===== src/rtl/instr_fetch.sv =====
// Instruction fetch unit: reads a 1..3 byte instruction from program memory one
// byte at a time and presents it to the sequencer with a one-cycle valid pulse.
module instr_fetch #(
    parameter logic [15:0] RESET_PC = 16'h0000
) (
    input  logic        clock,
    input  logic        reset,
    input  logic        fetch,
    input  logic        pc_load,
    input  logic [15:0] pc_new,
    input  logic [1:0]  op_len,
    input  logic [7:0]  rom_data,
    output logic        rom_rd,
    output logic [15:0] rom_addr,
    output logic [15:0] pc,
    output logic [7:0]  opcode,
    output logic [7:0]  operand1,
    output logic [7:0]  operand2,
    output logic        instr_valid,
    output logic        busy
);

    typedef enum logic [3:0] {
        IDLE, RD_OP, CAP_OP, CHK, RD_B1, CAP_B1, RD_B2, CAP_B2, DONE
    } state_t;

    state_t      state_q, state_d;
    logic [15:0] pc_q, pc_d;
    logic [7:0]  opcode_q, opcode_d;
    logic [7:0]  operand1_q, operand1_d;
    logic [7:0]  operand2_q, operand2_d;
    logic        len3_q, len3_d;
    logic        rd_req, valid_req;

    always_ff @(posedge clock) begin
        if (reset) begin
            state_q    <= IDLE;
            pc_q       <= RESET_PC;
            opcode_q   <= 8'h00;
            operand1_q <= 8'h00;
            operand2_q <= 8'h00;
            len3_q     <= 1'b0;
        end else begin
            state_q    <= state_d;
            pc_q       <= pc_d;
            opcode_q   <= opcode_d;
            operand1_q <= operand1_d;
            operand2_q <= operand2_d;
            len3_q     <= len3_d;
        end
    end

    always_comb begin
        state_d    = state_q;
        pc_d       = pc_q;
        opcode_d   = opcode_q;
        operand1_d = operand1_q;
        operand2_d = operand2_q;
        len3_d     = len3_q;
        rd_req     = 1'b0;
        valid_req  = 1'b0;
        // A load aborts whatever is in flight but keeps the last instruction visible.
        if (pc_load) begin
            state_d = IDLE;
            pc_d    = pc_new;
        end else begin
            unique case (state_q)
                IDLE: begin
                    if (fetch) state_d = RD_OP;
                end
                RD_OP: begin
                    rd_req  = 1'b1;
                    state_d = CAP_OP;
                end
                CAP_OP: begin
                    opcode_d   = rom_data;
                    operand1_d = 8'h00;
                    operand2_d = 8'h00;
                    pc_d       = pc_q + 16'd1;
                    state_d    = CHK;
                end
                CHK: begin
                    // A length of 0 is treated as a single-byte instruction.
                    len3_d  = (op_len == 2'd3);
                    state_d = (op_len >= 2'd2) ? RD_B1 : DONE;
                end
                RD_B1: begin
                    rd_req  = 1'b1;
                    state_d = CAP_B1;
                end
                CAP_B1: begin
                    operand1_d = rom_data;
                    pc_d       = pc_q + 16'd1;
                    state_d    = len3_q ? RD_B2 : DONE;
                end
                RD_B2: begin
                    rd_req  = 1'b1;
                    state_d = CAP_B2;
                end
                CAP_B2: begin
                    operand2_d = rom_data;
                    pc_d       = pc_q + 16'd1;
                    state_d    = DONE;
                end
                DONE: begin
                    valid_req = 1'b1;
                    state_d   = IDLE;
                end
                default: state_d = IDLE;
            endcase
        end
    end

    assign rom_rd      = rd_req & ~reset;
    assign instr_valid = valid_req & ~reset;
    assign busy        = (state_q != IDLE) & ~reset;
    assign pc          = pc_q;
    assign rom_addr    = pc_q;
    assign opcode      = opcode_q;
    assign operand1    = operand1_q;
    assign operand2    = operand2_q;

endmodule


===== config.mk =====
export PLATFORM = sky130hd
export DESIGN_NAME = instr_fetch
export DESIGN_NICKNAME = d
export VERILOG_FILES = /design/src/rtl/instr_fetch.sv
export SDC_FILE = /design/constraint.sdc
export NUM_CORES = 1
export LEC_CHECK = 0
export CAP_MARGIN = 25
export CORE_ASPECT_RATIO = 1.5
export CORE_MARGIN = 4
export CORE_UTILIZATION = 35
export DETAILED_ROUTE_END_ITERATION = 6
export HOLD_SLACK_MARGIN = 0.15
export PLACE_DENSITY = 0.81
export SYNTH_ARGS = -nofsm -noshare
export SYNTH_HDL_FRONTEND = slang
export SYNTH_SLANG_ARGS = --single-unit

===== constraint.sdc =====
create_clock -name clock -period 1.55 [get_ports clock]
set_input_delay 0.2325 -clock clock [delete_from_list [all_inputs] [get_ports clock]]
set_output_delay 0.2325 -clock clock [all_outputs]
set_load 0.03 [all_outputs]

; Yosys cells after proc, flatten, opt, wreduce, memory -nomap -nowiden
; Cells that the tools add are included.
[totals]
in_bits = 30
ff_bits = 45
word_cells = 47
[op_classes]
addsub = 1
order_cmp = 1
n_reduce_logical = 12
mux = 12
eq_ne = 10
n_bitwise = 5
[ops]
columns = operator, n
row1 = $mux 16, 2
row2 = $pmux 4 s8, 1
row3 = $pmux 8 s2, 2
row4 = $add 16x1->16 const B, 1
row5 = $eq 4x3->1 const B, 4
row6 = $mux 4, 3
row7 = $eq 4x2->1 const B, 2
row8 = $reduce_and 2->1, 4
row9 = $reduce_bool 2->1, 3
row10 = $reduce_or 3->1, 2
row11 = $eq 4x1->1 const B, 1
row12 = $eq 4x4->1 const B, 1
row13 = $logic_not 4->1, 1
row14 = $mux 1, 4
row15 = $reduce_bool 4->1, 1
row16 = $and 1x1->1, 3
row17 = $eq 2x2->1 const B, 1
row18 = $ge 2x2->1 const B, 1
row19 = $ne 2x2->1 const B, 1
row20 = $not 1->1, 2
row21 = $reduce_or 2->1, 1

; Depth between registers and ports, before layout
; Gate-level depths: netlist (run 1).
[logic_depth]
depth_word = 5
mapped_depth = 6
mapped_depth_nobuf = 5

; Worst setup path before layout (run 1)
; OpenSTA, ideal clock, no wires.
[synth_timing]
kind = register to register
from = register pc_q[7] (netlist: pc[7])
to = register pc_q[15] (netlist: pc[15])
slack_ns = -0.281
required_ns = 1.490
path_stages_with_launch = 5
arrival_ns = 1.771
path_buffers = 0
path_cell_list = dfxtp_1 -> nand4_1 -> or2_2 -> a2111oi_0 -> o311a_1
[synth_between]
elab_chain_cells = 3
[synth_lines]
columns = item, line_no
row1 = start: declaration, 28  ; logic [15:0] pc_q, pc_d;
row2 = start signal: assignment, 45  ; pc_q <= pc_d;
row3 = $add 16x1->16, "79, 93, 102"
row4 = $mux 16, -
row5 = $mux 16, 63  ; if (pc_load) begin
; No other way between the ends. The select of a mux whose other input is x is not followed.
; A chain may end at the register's enable or synchronous reset.

; Final worst setup path (run 1)
[layout_timing]
from = register pc_q[1] (netlist: pc[1])
to = register pc_q[10] (netlist: pc[10])
; The elaborated chain is that of the path after synthesis.

==> impl_metrics.env, run 1 <==
export IMPL_antenna_found_initial=0
export IMPL_slowest_stage="dfxtp_4"
export IMPL_synth_edff_count=0
export IMPL_post_place_ws_ns=-0.271
export IMPL_grt_setup_unrepaired="true"
export IMPL_p_leak_uw=0.00152
export IMPL_skew_ns=0.00715
export IMPL_max_cap_violations=0
export IMPL_relSlewSlack_pct=71.3
export IMPL_cts_hold_buf=0
export IMPL_p_int_uw=1760
export IMPL_gp_congestion=0.909
export IMPL_critPathTopFamily="compound AO/OA/AOI/OAI gates"
export IMPL_grt_pass1_vias=2371
export IMPL_end_kind="register"
export IMPL_combPwrFrac_pct=19.8
export IMPL_path_buf_inv=2
export IMPL_finalCriticalPeriod_ns=1.70
export IMPL_drive_gt1_share_pct=30.6
export IMPL_slowest_delay_ns=0.40
export IMPL_cts_tree="built"
export IMPL_power_frac_clock_pct=31.8
export IMPL_areaGrowthSynthToFinish_pct=62.9
export IMPL_ys_types=51
export IMPL_worst_hold_slack_ns=0.460
export IMPL_crit_path_max_fanout=4
export IMPL_insertion_delay_ns=0.31
export IMPL_tightest_slew_ns=0.430
export IMPL_wl_per_cell_um=16.8
export IMPL_die_area_sq_um=7820
export IMPL_worstHoldPathType="reg2reg"
export IMPL_setup_ws_ns=-0.149
export IMPL_swShare_pct=31.4
export IMPL_clockRootBuffer="clkbuf_8"
export IMPL_ios=89
export IMPL_drcViolationCount=0
export IMPL_layout_nets=396
export IMPL_syn_instance_count=256
export IMPL_synth_common_cells="45 x dfxtp_1, 31 x nor2_1, 26 x nand2_1, 16 x buf_4, 15 x a21oi_1"
export IMPL_crit_path_start_kind="register"
export IMPL_pwr_share_seq_pct=48.3
export IMPL_rows=35
export IMPL_start_util_pct=36.3
export IMPL_portBuffers=88
export IMPL_path_clk_slew_ns=0.10
export IMPL_synth_area_top_cells="dfxtp_1 40%, buf_4 5.3%, nor2_1 5.2%, a211oi_1 4.3%, nand2_1 4.3%"
export IMPL_die_height_um=106
export IMPL_hpwlAfterDp_mm=4.93
export IMPL_core_area_sq_um=6220
export IMPL_required_ns=1.79
export IMPL_wirelength_mm=7.37
export IMPL_max_freq_ghz=0.588
export IMPL_n_antenna_cell=0
export IMPL_violations="negative setup slack"
export IMPL_maxSlewViolCount=0
export IMPL_synth_nets=287
export IMPL_cts_sinks=45
export IMPL_yosysTopAreaCell="dfxtp_1"
export IMPL_max_clock_path_buffers=2
export IMPL_htree_levels=2
export IMPL_arrival_ns=1.94
export IMPL_ys_flop_type="dfxtp_1"
export IMPL_die_width_um=73.6
export IMPL_grt_max_degree=25
export IMPL_run_status="complete, but fails checks"
export IMPL_synth_seq_area_share_pct=39.9
export IMPL_setup_violations=13
export IMPL_avgViaCountPerCell=5.33
export IMPL_yosys_register_bits=45
export IMPL_cts_buffers=5
export IMPL_syn_avg_cell_area_sq_um=8.81
export IMPL_async_flop_share_pct=0
export IMPL_hold_viol=0
export IMPL_syn_cell_area_sq_um=2260
export IMPL_fillers=516
export IMPL_grt_pass1_wl_mm=11.2
export IMPL_criticalPathCategory="reg2reg"
export IMPL_grtUsageTotal_pct=17.8
export IMPL_ant_nets=0
export IMPL_first_pass_iters=4
export IMPL_grt_remaining_overflow=0
export IMPL_synth_most_common_cell="dfxtp_1"
export IMPL_p_sw_uw=803
export IMPL_num_vias=2343
export IMPL_worstPathCellList="ha_4, nand4b_1, buf_4, buf_6, a2111oi_4, xor2_1, o2bb2ai_1"
export IMPL_synth_top_cell_area_share_pct=39.9
export IMPL_fin_crit_sh_pct=110
export IMPL_power_density_nw_per_um2=697
export IMPL_drtIter0Drc=123
export IMPL_irDropWorstVdd_mv=0.738
export IMPL_synth_warnings=0
==> layout by cell type, fill, tap and decap left out, drive strengths merged, types with 2 or more instances in the layout <==
cell type      netlist  final
a22oi                9      9
mux2i                3      3
clkbuf              11      5
dlygate4sd2          0     57
nor3                 4      4
buf                 21     48
nand4                4      4
a211oi              16     16
nand3                4      4
nor2                31     31
nand4b               2      2
a2111oi              6      6
dfxtp               45     45
a22o                 8      8
xnor2               11     11
nand2               26     26
or3b                 1      2
nand2b               2      2
nor3b                3      3
inv                  7     10
and3                 2      2
clkdlybuf4s50        0     28
o21ai                3      3
a21oi               15     15
==> logic make-up (layout without fill, tap and decap cells) <==
family / Yosys count / after routing / share of synthesized area [%]
buffers and inverters: 40 / 149 / 9.87
and+or+nand+nor: 88 / 89 / 19.2
muxes: 4 / 4 / 1.83
xor gates and xnor gates: 12 / 12 / 4.66
adders and majority gates: 1 / 1 / 0.555
AOI/OAI and AO/OA: 66 / 66 / 24.0
DFF: 45 / 45 / 39.9
==> final cells by class <==
type	count	area, sq um	share of cell area [%]
clock buffers	5	68.8	1.87
clock inverters	3	28.8	0.783
inverters	8	30.0	0.817
multi-input cells	172	1320	35.9
flip-flops and latches	45	942	25.6
well taps	74	92.6	2.52
repair buffers	133	1190	32.4
==> layer usage <==
| metal | share of wire, % | routed length, um | track usage (%) | up-vias |
|---|---|---|---|---|
| met5 | 0 | 0 | 0 | - |
| met1 | 39 | 2890 | 20.1 | 1126 |
| met4 | 1.6 | 118 | 5.96 | 0 |
| li1 | - | - | - | 1123 |
| met3 | 6.2 | 455 | 5.58 | 15 |
| met2 | 53 | 3900 | 30.9 | 79 |
==> flip-flops by register name, indices dropped and copies added, names as in the netlist <==
register,cells
operand2,8
pc,16
opcode,8
state_q,4
len3_q,1
operand1,8
==> metrics by stage <==
step	instances	utilization, %	TNS, ns	area [sq um]	power (uW)
after floorplan	256	-	-0.106	2290	1530
after global placement	413	53.0	-3.85	3300	1750
after detailed placement	413	53.0	-6.25	3300	1760
after CTS	426	55.2	-0.582	3430	2520
after global routing	440	59.1	-2.11	3670	2670
final	440	59.1	-0.834	3670	2560
==> worst register-to-register path, cell delays in order, from the launching register on <==
cell and delay (ns):
dfxtp_4 0.40, ha_4 0.14, nand4b_1 0.14, buf_4 0.20, buf_6 0.11, a2111oi_4 0.32
xor2_1 0.19, o2bb2ai_1 0.13
==> power by group through the flow <==
| stage | combinational (uW) | clock, uW | sequential (uW) |
|---|---|---|---|
| 2_1_floorplan | 219 | 0 | 1310 |
| 3_3_place_gp | 484 | 0 | 1260 |
| 3_5_place_dp | 490 | 0 | 1270 |
| 4_1_cts | 461 | 821 | 1240 |
| 5_1_grt | 539 | 890 | 1240 |
| 6_report | 508 | 815 | 1240 |
==> path summary, 6_finish.rpt <==
| path | startpoint | slack [ns] | depth (start not counted) | endpoint |
|---|---|---|---|---|
| max | pc[1] | -0.15 | 7 | pc[10] |
| min | opcode[1] | 0.46 | 2 | opcode[1] |
| max reg2reg | pc[1] | -0.15 | 7 | pc[10] |
| min reg2reg | opcode[1] | 0.46 | 2 | opcode[1] |
==> timing repair <==
action	4_1_cts	5_1_grt
pin swaps	8	13
setup endpoints to repair	83	35
cloned	1	0
resized for setup	78	33
buffers inserted	4	15
(Power assumes the default switching activity.)
==> run 2: changes to the inputs <==
ABC_AREA = 1   (was not set)
PLACE_DENSITY = 0.8   (was 0.81)
==> impl_metrics.env, run 2 <==
export IMPL_clockRootBuffer="clkbuf_8"
export IMPL_cts_buffers=5
export IMPL_worstPathCellList="dlygate4sd2_1, nor2_2, inv_1, nor4_4, buf_6"
export IMPL_rows=36
export IMPL_irDropWorstVdd_mv=0.486
export IMPL_synth_most_common_cell="nand2_1"
export IMPL_cts_sinks=45
export IMPL_worstHoldPathType="reg2reg"
export IMPL_n_antenna_cell=0
export IMPL_layout_nets=475
export IMPL_gp_congestion=0.895
export IMPL_synth_common_cells="88 x nand2_1, 58 x nand3_1, 45 x dfxtp_1, 37 x nor2_1, 26 x a21oi_1"
export IMPL_synth_area_top_cells="dfxtp_1 37%, nand2_1 14%, nand3_1 12%, nor2_1 5.7%, a21oi_1 5.4%"
export IMPL_fillers=640
export IMPL_hold_depth=2
export IMPL_arrival_ns=1.25
export IMPL_dp_cells=512
export IMPL_antenna_found_initial=0
export IMPL_path_clk_slew_ns=0.08
export IMPL_grt_max_degree=28
export IMPL_max_freq_ghz=0.677
export IMPL_die_width_um=76.0
export IMPL_syn_instance_count=362
export IMPL_synth_edff_count=0
export IMPL_criticalPathCategory="in2out"
export IMPL_async_flop_share_pct=0
export IMPL_ant_nets=0
export IMPL_synth_fa_ha_area_share_pct=0.515
export IMPL_end_kind="output pin"
export IMPL_drtIter0Drc=152
export IMPL_crit_path_start_kind="input pin"
export IMPL_first_pass_iters=4
export IMPL_synth_seq_area_share_pct=37.1
export IMPL_core_area_sq_um=6620
export IMPL_ys_flop_type="dfxtp_1"
export IMPL_synth_top_cell_area_share_pct=37.1
export IMPL_synth_compound_area_share_pct=12.5
export IMPL_insertion_delay_ns=0.30
export IMPL_max_cap_violations=0
export IMPL_layout_commonest_cell="nand2_1"
export IMPL_num_vias=2599
export IMPL_synthMuxAreaShare_pct=0
export IMPL_worstRegToRegCells=7
export IMPL_synth_simple_area_share_pct=36.9
export IMPL_slowest_delay_ns=0.30
export IMPL_synth_warnings=0
export IMPL_synth_top_family_by_area="simple AND/OR/NAND/NOR gates"
export IMPL_avgViaCountPerCell=4.99
export IMPL_crit_path_max_fanout=4
export IMPL_synth_nets=393
export IMPL_drcViolationCount=0
export IMPL_syn_cell_area_sq_um=2430
export IMPL_skew_ns=0.0118
export IMPL_setup_violations=0
export IMPL_ys_types=30
export IMPL_relSlewSlack_pct=71.1
export IMPL_wirelength_mm=7.03
export IMPL_maxSlewViolCount=0
export IMPL_yosysTopAreaCell="dfxtp_1"
export IMPL_start_util_pct=36.7
export IMPL_die_height_um=110
export IMPL_wl_per_cell_um=13.5
export IMPL_stdcell_count=521
export IMPL_fin_crit_sh_pct=95.3
export IMPL_hpwlAfterDp_mm=5.44
export IMPL_grtUsageTotal_pct=16.7
export IMPL_syn_avg_cell_area_sq_um=6.71
export IMPL_cts_tree="built"
export IMPL_tightest_slew_ns=0.433
export IMPL_synth_xor_area_share_pct=0
export IMPL_grt_pass1_wl_mm=11.6
export IMPL_utilization_pct=52.3
export IMPL_slowest_stage="dlygate4sd2_1"
export IMPL_run_status="completed"
export IMPL_required_ns=1.32
export IMPL_areaGrowthSynthToFinish_pct=42.6
export IMPL_grt_pass1_vias=2546
export IMPL_portBuffers=88
export IMPL_drive_gt1_share_pct=13.9
export IMPL_yosys_register_bits=45
export IMPL_finalCriticalPeriod_ns=1.48
export IMPL_cts_hold_buf=0
export IMPL_ios=89
export IMPL_max_clock_path_buffers=2
export IMPL_power_density_nw_per_um2=806
export IMPL_layout_common_cells="86 x nand2_1, 58 x nand3_1, 56 x dlygate4sd2_1"
export IMPL_p_leak_uw=0.00160
export IMPL_largest_register_ffs=16
export IMPL_grt_remaining_overflow=0
export IMPL_die_area_sq_um=8360
export IMPL_hold_viol=0
export IMPL_htree_levels=2
## run 2: cell types whose count changed after synthesis, moves of 9 or more
cell | before | now
a211oi_1 | 13 | 0
a21oi_1 | 15 | 26
a22oi_1 | 9 | 0
inv_1 | 7 | 22
nand2_1 | 26 | 88
nand3_1 | 4 | 58
o21ai_0 | 3 | 13
xnor2_1 | 11 | 0
## run 2: path summary, 6_finish.rpt
kind | from | end | slack (ns)
worst max-delay path | pc_load | instr_valid | 0.07
worst min-delay path | opcode[2] | opcode[2] | 0.46
worst max register to register | state_q[2] | operand1[5] | 0.16
worst min register to register | opcode[2] | opcode[2] | 0.46
## run 2: area by class of cell
cell class | count | area (sq um) | share of cell area [%]
Tap cell | 76 | 95.1 | 2.75
Clock buffer | 5 | 68.8 | 1.99
Sequential cell | 45 | 911 | 26.3
Timing Repair Buffer | 107 | 967 | 27.9
Clock inverter | 3 | 68.8 | 1.99
Multi-Input combinational cell | 258 | 1250 | 36.0
Inverter | 27 | 106 | 3.07
## run 2: routing by layer
layer,GRT usage (%),up-vias,wire length [um]
met2,30.5,83,3760
met5,0,-,0
met3,2.93,16,341
li1,-,1340,-
met1,18.7,1160,2710
met4,8.02,0,214
## run 2: what timing repair did
action | in CTS | in global routing
setup endpoints to repair | 56 | 18
pin swaps | 0 | 1
gates resized for setup | 57 | 18
endpoints found under the hold margin | 0 | 0
setup buffers | 0 | 1
## run 2: logic make-up after synthesis
| family | count (synthesis) |
|---|---|
| AOI/OAI and AO/OA | 55 |
| adders and majority gates | 1 |
| DFF | 45 |
| and+or+nand+nor | 202 |
| buffers and inverters | 59 |
## run 2: through the flow
| step | power, uW | setup WS (ns) | hold slack [ns] | setup TNS (ns) | instance area (sq um) |
|---|---|---|---|---|---|
| global route | 2920 | -0.000165 | 0.483 | -0.000165 | 3460 |
| detailed placement | 1780 | -0.0484 | 0.453 | -0.351 | 3340 |
| CTS | 2820 | 0.00177 | 0.463 | 0 | 3410 |
| floorplan | 1560 | 0.0350 | 0.371 | 0 | 2430 |
| finish | 2790 | 0.0722 | 0.459 | 0 | 3460 |
| global placement | 1770 | -0.00165 | 0.451 | -0.00346 | 3340 |
## run 2: critical path, delay by kind of cell
kind / cells / cell delay [ns]
buffers and inverters: 3 / 0.58
AND/OR/NAND/NOR: 2 / 0.43
## run 2: power by group
| group | internal, uW | leakage [uW] | switching (uW) | total (uW) |
|---|---|---|---|---|
| logic | 199 | 0.00116 | 291 | 490 |
| registers | 1190 | 0.000368 | 39.2 | 1220 |
| clock network | 649 | 0.0000687 | 426 | 1080 |
